File: src/rtl/vendo_pkg.sv
// Shared definitions for the vending coin scheduler: core state codes, coin
// encoding and the issue FSM state type.
package vendo_pkg;

  localparam logic [2:0] ST_A = 3'b000;
  localparam logic [2:0] ST_B = 3'b001;
  localparam logic [2:0] ST_C = 3'b010;
  localparam logic [2:0] ST_D = 3'b011;
  localparam logic [2:0] ST_E = 3'b100;
  localparam logic [2:0] ST_F = 3'b101;

  localparam logic COIN_P1 = 1'b0;
  localparam logic COIN_P5 = 1'b1;

  typedef enum logic [1:0] {
    IDLE,
    ISSUE,
    GAP
  } issue_state_t;

  // The core only accepts a coin in its collecting states; change states and
  // undefined codes are treated as busy.
  function automatic logic core_ready(input logic [2:0] cstate);
    logic rdy;
    case (cstate)
      ST_A, ST_B, ST_C: rdy = 1'b1;
      ST_D, ST_E, ST_F: rdy = 1'b0;
      default:          rdy = 1'b0;
    endcase
    return rdy;
  endfunction

endpackage

File: src/rtl/vendo_coin_fifo.sv
// Single-bit synchronous FIFO holding queued coins (0 = 1p, 1 = 5p).
// Pointers carry an extra MSB so full and empty are distinguishable.
module vendo_coin_fifo #(
  parameter int DEPTH = 4
) (
  input  logic                      clk,
  input  logic                      rst,
  input  logic                      push,
  input  logic                      pop,
  input  logic                      din,
  output logic                      dout,
  output logic                      full,
  output logic                      empty,
  output logic [$clog2(DEPTH):0]    level
);

  localparam int AW = $clog2(DEPTH);

  logic [DEPTH-1:0] mem;
  logic [AW:0]      wr_ptr;
  logic [AW:0]      rd_ptr;
  logic             do_push;
  logic             do_pop;

  assign empty   = (wr_ptr == rd_ptr);
  assign full    = (wr_ptr[AW] != rd_ptr[AW]) && (wr_ptr[AW-1:0] == rd_ptr[AW-1:0]);
  assign do_pop  = pop && !empty;
  // A pop in the same cycle frees a slot, so a push on full is still taken.
  assign do_push = push && (!full || do_pop);
  assign dout    = mem[rd_ptr[AW-1:0]];
  assign level   = wr_ptr - rd_ptr;

  always_ff @(posedge clk or posedge rst) begin
    if (rst) begin
      mem    <= '0;
      wr_ptr <= '0;
      rd_ptr <= '0;
    end else begin
      if (do_push) begin
        mem[wr_ptr[AW-1:0]] <= din;
        wr_ptr              <= wr_ptr + (AW+1)'(1);
      end
      if (do_pop) begin
        rd_ptr <= rd_ptr + (AW+1)'(1);
      end
    end
  end

endmodule

File: src/rtl/vendo_coin_sched.sv
// Coin scheduler in front of the vending core: synchronises and queues coins,
// issues them one at a time as p1/p5 pulses, stretches LEDs, counts dispenses.
module vendo_coin_sched
  import vendo_pkg::*;
#(
  parameter int SYNC_STAGES = 2,
  parameter int FIFO_DEPTH  = 4,
  parameter int STRETCH     = 8
) (
  input  logic                          clk,
  input  logic                          rst,
  input  logic                          coin1_raw,
  input  logic                          coin5_raw,
  input  logic [2:0]                    core_cstate,
  input  logic                          core_disp,
  input  logic                          core_change,
  output logic                          p1,
  output logic                          p5,
  output logic                          disp_led,
  output logic                          change_led,
  output logic                          coin_drop,
  output logic                          overflow,
  output logic [7:0]                    vend_count,
  output logic [$clog2(FIFO_DEPTH):0]   q_level
);

  localparam int SW = $clog2(STRETCH + 1);

  logic [SYNC_STAGES-1:0] sync1;
  logic [SYNC_STAGES-1:0] sync5;
  logic                   prev1;
  logic                   prev5;
  logic                   edge1;
  logic                   edge5;

  logic                   rr;
  logic                   hold_v;
  logic                   hold_c;
  logic                   hold_nxt_v;
  logic                   hold_nxt_c;
  logic                   push;
  logic                   push_coin;
  logic                   lost_extra;
  logic                   drop_now;
  logic                   first_coin;

  logic                   fifo_full;
  logic                   fifo_empty;
  logic                   head;
  logic                   pop;
  issue_state_t           state;

  logic [SW-1:0]          disp_cnt;
  logic [SW-1:0]          change_cnt;
  logic                   disp_prev;

  always_ff @(posedge clk or posedge rst) begin
    if (rst) begin
      sync1 <= '0;
      sync5 <= '0;
      prev1 <= 1'b0;
      prev5 <= 1'b0;
    end else begin
      sync1 <= {sync1[SYNC_STAGES-2:0], coin1_raw};
      sync5 <= {sync5[SYNC_STAGES-2:0], coin5_raw};
      prev1 <= sync1[SYNC_STAGES-1];
      prev5 <= sync5[SYNC_STAGES-1];
    end
  end

  assign edge1 = sync1[SYNC_STAGES-1] & ~prev1;
  assign edge5 = sync5[SYNC_STAGES-1] & ~prev5;

  // The hold register always drains first; a new coin that cannot be pushed
  // this cycle takes its place. Only one push reaches the queue per cycle.
  always_comb begin
    push       = 1'b0;
    push_coin  = COIN_P1;
    hold_nxt_v = 1'b0;
    hold_nxt_c = COIN_P1;
    lost_extra = 1'b0;
    first_coin = rr ? COIN_P5 : COIN_P1;
    if (hold_v) begin
      push      = 1'b1;
      push_coin = hold_c;
      if (edge1 && edge5) begin
        hold_nxt_v = 1'b1;
        hold_nxt_c = first_coin;
        lost_extra = 1'b1;
      end else if (edge1 || edge5) begin
        hold_nxt_v = 1'b1;
        hold_nxt_c = edge5 ? COIN_P5 : COIN_P1;
      end
    end else if (edge1 && edge5) begin
      push       = 1'b1;
      push_coin  = first_coin;
      hold_nxt_v = 1'b1;
      hold_nxt_c = ~first_coin;
    end else if (edge1 || edge5) begin
      push      = 1'b1;
      push_coin = edge5 ? COIN_P5 : COIN_P1;
    end
  end

  assign pop      = (state == IDLE) && !fifo_empty && core_ready(core_cstate);
  assign drop_now = (push && fifo_full && !pop) || lost_extra;

  always_ff @(posedge clk or posedge rst) begin
    if (rst) begin
      rr        <= 1'b0;
      hold_v    <= 1'b0;
      hold_c    <= COIN_P1;
      coin_drop <= 1'b0;
      overflow  <= 1'b0;
    end else begin
      hold_v    <= hold_nxt_v;
      hold_c    <= hold_nxt_c;
      coin_drop <= drop_now;
      if (drop_now) begin
        overflow <= 1'b1;
      end
      if (edge1 && edge5) begin
        rr <= ~rr;
      end
    end
  end

  vendo_coin_fifo #(
    .DEPTH (FIFO_DEPTH)
  ) u_fifo (
    .clk   (clk),
    .rst   (rst),
    .push  (push),
    .pop   (pop),
    .din   (push_coin),
    .dout  (head),
    .full  (fifo_full),
    .empty (fifo_empty),
    .level (q_level)
  );

  // Coin handshake: a coin leaves the queue only when the FSM is IDLE and the
  // core is ready; the core sees exactly one single-cycle p1/p5 pulse for it,
  // followed by a GAP cycle so its state can settle before the next pulse.
  always_ff @(posedge clk or posedge rst) begin
    if (rst) begin
      state <= IDLE;
      p1    <= 1'b0;
      p5    <= 1'b0;
    end else begin
      p1 <= 1'b0;
      p5 <= 1'b0;
      case (state)
        IDLE: begin
          if (pop) begin
            state <= ISSUE;
            p1    <= (head == COIN_P1);
            p5    <= (head == COIN_P5);
          end
        end
        ISSUE:   state <= GAP;
        GAP:     state <= IDLE;
        default: state <= IDLE;
      endcase
    end
  end

  // Retriggerable stretchers: every high cycle reloads the full length.
  always_ff @(posedge clk or posedge rst) begin
    if (rst) begin
      disp_cnt   <= '0;
      change_cnt <= '0;
    end else begin
      if (core_disp) begin
        disp_cnt <= SW'(STRETCH);
      end else if (disp_cnt != '0) begin
        disp_cnt <= disp_cnt - SW'(1);
      end
      if (core_change) begin
        change_cnt <= SW'(STRETCH);
      end else if (change_cnt != '0) begin
        change_cnt <= change_cnt - SW'(1);
      end
    end
  end

  assign disp_led   = (disp_cnt != '0);
  assign change_led = (change_cnt != '0);

  always_ff @(posedge clk or posedge rst) begin
    if (rst) begin
      disp_prev  <= 1'b0;
      vend_count <= 8'd0;
    end else begin
      disp_prev <= core_disp;
      if (core_disp && !disp_prev && (vend_count != 8'd255)) begin
        vend_count <= vend_count + 8'd1;
      end
    end
  end

endmodule
File: config.mk
export PLATFORM = sky130hd
export DESIGN_NAME = vendo_coin_sched
export DESIGN_NICKNAME = d
export VERILOG_FILES = /design/src/rtl/vendo_pkg.sv /design/src/rtl/vendo_coin_fifo.sv /design/src/rtl/vendo_coin_sched.sv
export SDC_FILE = /design/constraint.sdc
export NUM_CORES = 1
export LEC_CHECK = 0
export CAP_MARGIN = 0
export CORE_ASPECT_RATIO = 1.5
export CORE_MARGIN = 1
export CORE_UTILIZATION = 51
export CTS_BUF_LIST = sky130_fd_sc_hd__clkbuf_8
export DETAILED_ROUTE_END_ITERATION = 10
export GPL_TIMING_DRIVEN = 1
export PLACE_DENSITY = 0.78
export SLEW_MARGIN = 0
export SYNTH_ARGS = -nofsm -noshare
export SYNTH_HDL_FRONTEND = slang
export SYNTH_SLANG_ARGS = --single-unit
File: constraint.sdc
create_clock -name clk -period 1.7 [get_ports clk]
set_input_delay 0.255 -clock clk [delete_from_list [all_inputs] [get_ports clk]]
set_output_delay 0.255 -clock clk [all_outputs]
set_load 0.005 [all_outputs]
==> results of run 1 <==
layout make-up:
type	count	area, sq um
Fill cell	259	831
Multi-Input combinational cell	102	868
Timing Repair Buffer	56	488
Clock inverter	1	30.0
Inverter	12	45.0
Clock buffer	6	82.6
Tap cell	42	52.6
Sequential cell	42	1050
timing repair:
item	4_1_cts	5_1_grt
gates resized for setup	31	12
pin swaps	5	2
setup buffers	5	1
setup endpoints to repair	12	15
cells by family after synthesis:
| logic type | Yosys count | share of synthesized area |
|---|---|---|
| simple gates | 52 | 0.142 |
| flops | 42 | 0.561 |
| xor+xnor | 18 | 0.0842 |
| buf+inv | 14 | 0.0281 |
| compound gates | 13 | 0.0508 |
| fa+ha+maj | 11 | 0.0775 |
| mux | 8 | 0.0561 |
flip-flops by register name (all words and copies together) (netlist names), 2 cells and up:
signal	cells
disp_cnt	4
change_cnt	4
u_fifo.mem	4
sync1	2
u_fifo.wr_ptr	3
sync5	2
state	2
u_fifo.rd_ptr	3
vend_count	8
metrics by stage:
stage / total power [mW] / setup TNS (ns) / hold slack, ns
after floorplan: 2.64 / -0.0298 / 0.286
after global placement: 3.61 / -1.56 / 0.336
after detailed placement: 3.78 / -2.12 / 0.339
after CTS: 4.71 / -0.258 / 0.356
after global routing: 5.14 / -0.520 / 0.361
final: 4.83 / -0.283 / 0.351
layout by cell type, fill, tap and decap left out, types with 2 or more instances in the layout:
master            n
a211o_1           2
a211oi_1          2
buf_2             3
buf_4            28
buf_6             3
clkbuf_8          6
clkdlybuf4s50_1  20
dfrtp_1          42
ha_1              7
ha_4              2
inv_1             9
inv_2             3
mux2_2            3
mux2_4            4
nand2_1           8
nand2b_1          2
nand3_1           5
nand3_2           3
nor2_1           15
nor2b_1           2
nor3_1            6
o21ai_2           2
or3_1             2
or3b_4            2
xnor2_1           8
xor2_1            8
critical path, stage by stage, from the launching register on:
cell and delay [ns]:
dfrtp_1 0.37, inv_2 0.06, ha_4 0.16, fa_2 0.53, inv_1 0.04, buf_2 0.11
layer usage:
| layer | routed length, um | global-route usage | share of wire | vias up |
|---|---|---|---|---|
| met3 | 105 | 0.0539 | 0.028 | 9 |
| met4 | 97 | 0.116 | 0.025 | 0 |
| met2 | 2240 | 0.403 | 0.59 | 25 |
| li1 | - | - | - | 645 |
| met1 | 1380 | 0.226 | 0.36 | 679 |
| met5 | 0 | 0 | 0 | - |
power by group:
part / switching (mW) / total, mW / internal [mW]
clock: 0.312 / 0.781 / 0.469
sequential: 0.280 / 1.62 / 1.34
combinational: 1.00 / 2.43 / 1.44
total: 1.59 / 4.83 / 3.24
path summary, 6_finish.rpt:
| kind | start | end | cells after the start |
|---|---|---|---|
| max in group asynchronous | rst | vend_count[7] | 3 |
| min reg2reg | sync5[0] | sync5[1] | 0 |
| min in group clk | sync5[0] | sync5[1] | 0 |
| max reg2reg | u_fifo.wr_ptr[1] | u_fifo.mem[2] | 6 |
| min | rst | coin_drop | 3 |
| max | u_fifo.wr_ptr[0] | q_level[1] | 5 |
==> results.yml, run 1 <==
clock_tree:
  cts_sinks: 42
  clk_transition_reported_paths_ns: 0.08
  cts_root_buf: "clkbuf_8"
  clock_latency_late_sink_ns: 0.29
  post_cts_hold_buffer_count: 0
  max-clock-path-buffers: 2
  cts.htree.levels: 2
  cts-buffers-inserted: 5
  cts_tree: "done"
grt:
  initial_antenna_violation_count: 0
  grt_use_total: 0.224
  grt_pass1_wl_mm: 6.48
  first_global_vias: 1510
  grt_max_degree: 43
  overflow: 0
run_status:
  failed_checks: "negative setup slack"
  run_status: "finished with violations"
synth:
  yosysMostFrequentCell: "dfrtp_1"
  post_synth_num_cell_types: 33
  primary_flip_flop_cell_chosen_by_synthesis_mapping: "dfrtp_1"
  ys_seq_elements: 42
  mappedNetlistArea_sq_um: 1870
  synthesis.nets: 178
  synth_top_cell_by_area: "dfrtp_1"
  syn_avg_cell_area_sq_um: 11.8
  synth_sequential_area_ratio: 0.561
  netlist_top_cells_area: "dfrtp_1, ha_1, xnor2_1, xor2_1, mux2_2"
  synth_common_cells: "dfrtp_1, nor2_1, inv_1"
  synthesis.instances: 158
  synth.top_cell.area_share: 0.561
  yosys_warnings: 0
  synth_edf_count: 0
  synth-async-reset-ratio: 1.00
floorplanning:
  number_of_top_level_pins: 26
  placement_rows: 26
  floorplan.initialDensity: 0.543
  floorplan_core_area_sq_um: 3450
  die_height_um: 76.2
  fp.dieArea_sq_um: 3920
  dieWidth_um: 51.5
placed_design:
  placed_cells: 248
  io_buffers: 25
  routabilityCongestion: 0.785
  pre_cts_ws_ns: -0.252
  detailedPlacementHpwl_mm: 2.81
  placed_area_sq_um: 2370
detailed_routing:
  initial_drc_count: 21
  antenna_left: 0
  drc_errors: 0
  routed_wire_length_per_instance_um: 14.6
  routed_wl_mm: 3.81
  detail_route.first_pass.iterations: 4
  detailroute.via_count: 1358
  via_per_inst: 5.20
finish:
  stdcell_count: 261
  num_antenna_cells: 0
  final_cell_area_sq_um: 2620
  postLayoutCoreUtil: 0.759
  finalNetCount: 239
  post_route_cells_drive_above_1_share: 0.324
  areaGrowthSynthToFinish_pct: 39.8
power_and_ir_drop:
  power_per_cell_area_nw_per_um2: 1850
  power.static_leakage_nw: 1.24
  irDropWorstVdd_uv: 1210
setup_path:
  timing.critical_path.from_type: "flip-flop"
  arrival_ns: 1.56
  critical_path_required_ns: 1.44
  r2r_slack_ns: -0.04
  path_max_fanout: 2
  critPathKind: "reg -> out"
  cp_capture_type: "primary output"
timing:
  fmax_ghz: 0.551
  min_period_ns: 1.82
  finalMaxSlewViolations: 0
  clock_skew_ns: 0.00639
  final_critical_path_setup_slack_ns: -0.116
  hold_violations: 0
  crit_share_post_route: 1.07
  final-setup-viol-count: 5
  worstMarginPinSlew_ns: 0.510
  rsz0062_at_grt: "yes"
  relSlewSlack: 0.657
flow_run:
  drv.max_cap_violation_count: 0
hold_path:
  holdCritPathClass: "in -> async"
(Power assumes the default switching activity.)
==> run 2, diff against run 1 <==
- clock period: 1.7 -> 1.6 ns (I/O delays scaled with it)
==> run 2 against run 1 <==
Against the previous run:
- the flow still finishes with violations (negative setup slack)
- sequential power rose by 6%
- global-route usage rose by 2.4 points
- setup slack got worse by 0.085 ns
- wire length rose by 25%
- clock-buffer cell count did not move
- power rose by 14%
- clock skew rose by 0.0027 ns
- die area did not move
- design area rose by 3.9%
- sequential share of layout area fell by 1.5 points
- via count rose by 4.3%
- cell count rose by 3.4%
==> results.yml, run 2 (same netlist as run 1, synthesis figures left out) <==
timing:
  min_period_ns: 1.80
  rsz0062_at_grt: "yes"
  crit_share_post_route: 1.13
  final_critical_path_setup_slack_ns: -0.200
  finalMaxSlewViolations: 0
  fin_hold_ws_ns: 0.242
  relSlewSlack: 0.639
  clock_skew_ns: 0.00909
  totalNegativeSetupSlack_ns: -1.26
  fmax_ghz: 0.556
  final-setup-viol-count: 11
  worstMarginPinSlew_ns: 0.537
  hold_violations: 0
clock_tree:
  cts_tree: "done"
  clock_latency_late_sink_ns: 0.30
  cts-buffers-inserted: 5
  max-clock-path-buffers: 2
  clk_transition_reported_paths_ns: 0.08
  cts.htree.levels: 2
  cts_root_buf: "clkbuf_8"
  post_cts_hold_buffer_count: 0
  cts_sinks: 42
floorplanning:
  number_of_top_level_pins: 26
  fp.dieArea_sq_um: 3920
  die_height_um: 76.2
  dieWidth_um: 51.5
  placement_rows: 26
  floorplan_core_area_sq_um: 3450
  floorplan.initialDensity: 0.543
placed_design:
  placed_area_sq_um: 2420
  io_buffers: 25
  pre_cts_ws_ns: -0.328
  placed_cells: 257
  detailedPlacementHpwl_mm: 2.82
  routabilityCongestion: 0.786
grt:
  initial_antenna_violation_count: 0
  grt_use_total: 0.248
  first_global_vias: 1506
  grt_max_degree: 33
  grt_pass1_wl_mm: 6.92
  overflow: 0
finish:
  layout_common_cells: "dfrtp_1, buf_4, clkdlybuf4s50_1"
  post_route_cells_drive_above_1_share: 0.386
  mostFrequentLayoutCell: "dfrtp_1"
  num_antenna_cells: 0
  fill_cells: 220
  final_cell_area_sq_um: 2720
  max_flop_register: "vend_count"
  postLayoutCoreUtil: 0.789
  largest_register_ffs: 8
  finalNetCount: 249
  areaGrowthSynthToFinish_pct: 45.3
  stdcell_count: 270
detailed_routing:
  routed_wire_length_per_instance_um: 17.6
  routed_wl_mm: 4.76
  drc_errors: 0
  antenna_left: 0
  detail_route.first_pass.iterations: 4
  detailroute.via_count: 1417
  initial_drc_count: 39
  via_per_inst: 5.25
setup_path:
  timing.critical_path.slowest_cell_delay_ns: 0.51
  timing.critical_path.from_type: "flip-flop"
  timing.critical_path.slowest_stage_cell: "fa_2"
  critical_path_required_ns: 1.36
  sequence_of_cells_on_the_critical_path: "ha_4, fa_2, inv_1, buf_2"
  cp_capture_type: "primary output"
  critPathKind: "reg -> out"
  arrival_ns: 1.56
  path_max_fanout: 2
run_status:
  run_status: "finished with violations"
  failed_checks: "negative setup slack"
power_and_ir_drop:
  total_power_mw: 5.49
  power.static_leakage_nw: 1.29
  irDropWorstVdd_uv: 1160
  power_per_cell_area_nw_per_um2: 2020
hold_path:
  holdCritPathClass: "in -> async"
flow_run:
  drv.max_cap_violation_count: 0
run 2: cell types whose count changed in the layout (fill, tap and decap cells not counted), moves of 2 or more:
cell   previous run  this run
buf_6             3         6
inv_2             3         6
ha_4              2         4
buf_4            28        37
inv_1             9         6
run 2: layout make-up:
type	instances	area [sq um]	area share
tap	42	52.6	0.0193
clock buffer	6	82.6	0.0304
inverter	12	45.0	0.0166
sequential	42	1050	0.386
multi-input combinational	102	925	0.340
timing repair buffer	66	564	0.207
run 2: timing repair:
item,4_1_cts,5_1_grt
setup buffers,6,4
endpoints found under the setup margin,16,18
resized for setup,45,16
pin swaps,7,8
hold endpoints to repair,0,0
run 2: critical path, delay by kind of cell (launching register included):
family,cells,cell delay [ns]
buffers and inverters,2,0.15
DFF,1,0.42
adders and majority gates,2,0.68
run 2: power breakdown:
part | internal [mW] | switching (mW)
Combinational | 1.75 | 1.35
Clock | 0.333 | 0.362
Sequential | 1.42 | 0.287
Total | 3.50 | 2.00
run 2: path summary, 6_finish.rpt:
kind / to / startpoint / slack, ns / cells after the start
max reg2reg: u_fifo.mem[1] / u_fifo.rd_ptr[0] / -0.18 / 6
min reg2reg: sync5[1] / sync5[0] / 0.35 / 0
min: disp_cnt[3] / rst / 0.24 / 3
max in group asynchronous: rr / rst / 0.95 / 3
max: q_level[1] / u_fifo.rd_ptr[0] / -0.20 / 4
min in group clk: sync5[1] / sync5[0] / 0.35 / 0
run 2: routing by layer:
layer	vias to the layer above	global-route usage	wire length (um)
met2	35	0.444	2620
met3	20	0.0679	185
met5	-	0	0
met4	0	0.130	262
li1	667	-	-
met1	695	0.246	1690
==> run 3, diff against run 2 <==
- CORE_MARGIN: 1 -> unset
==> results of run 3 <==
No change in the layout: final DEF, timing and power equal those of run 2.
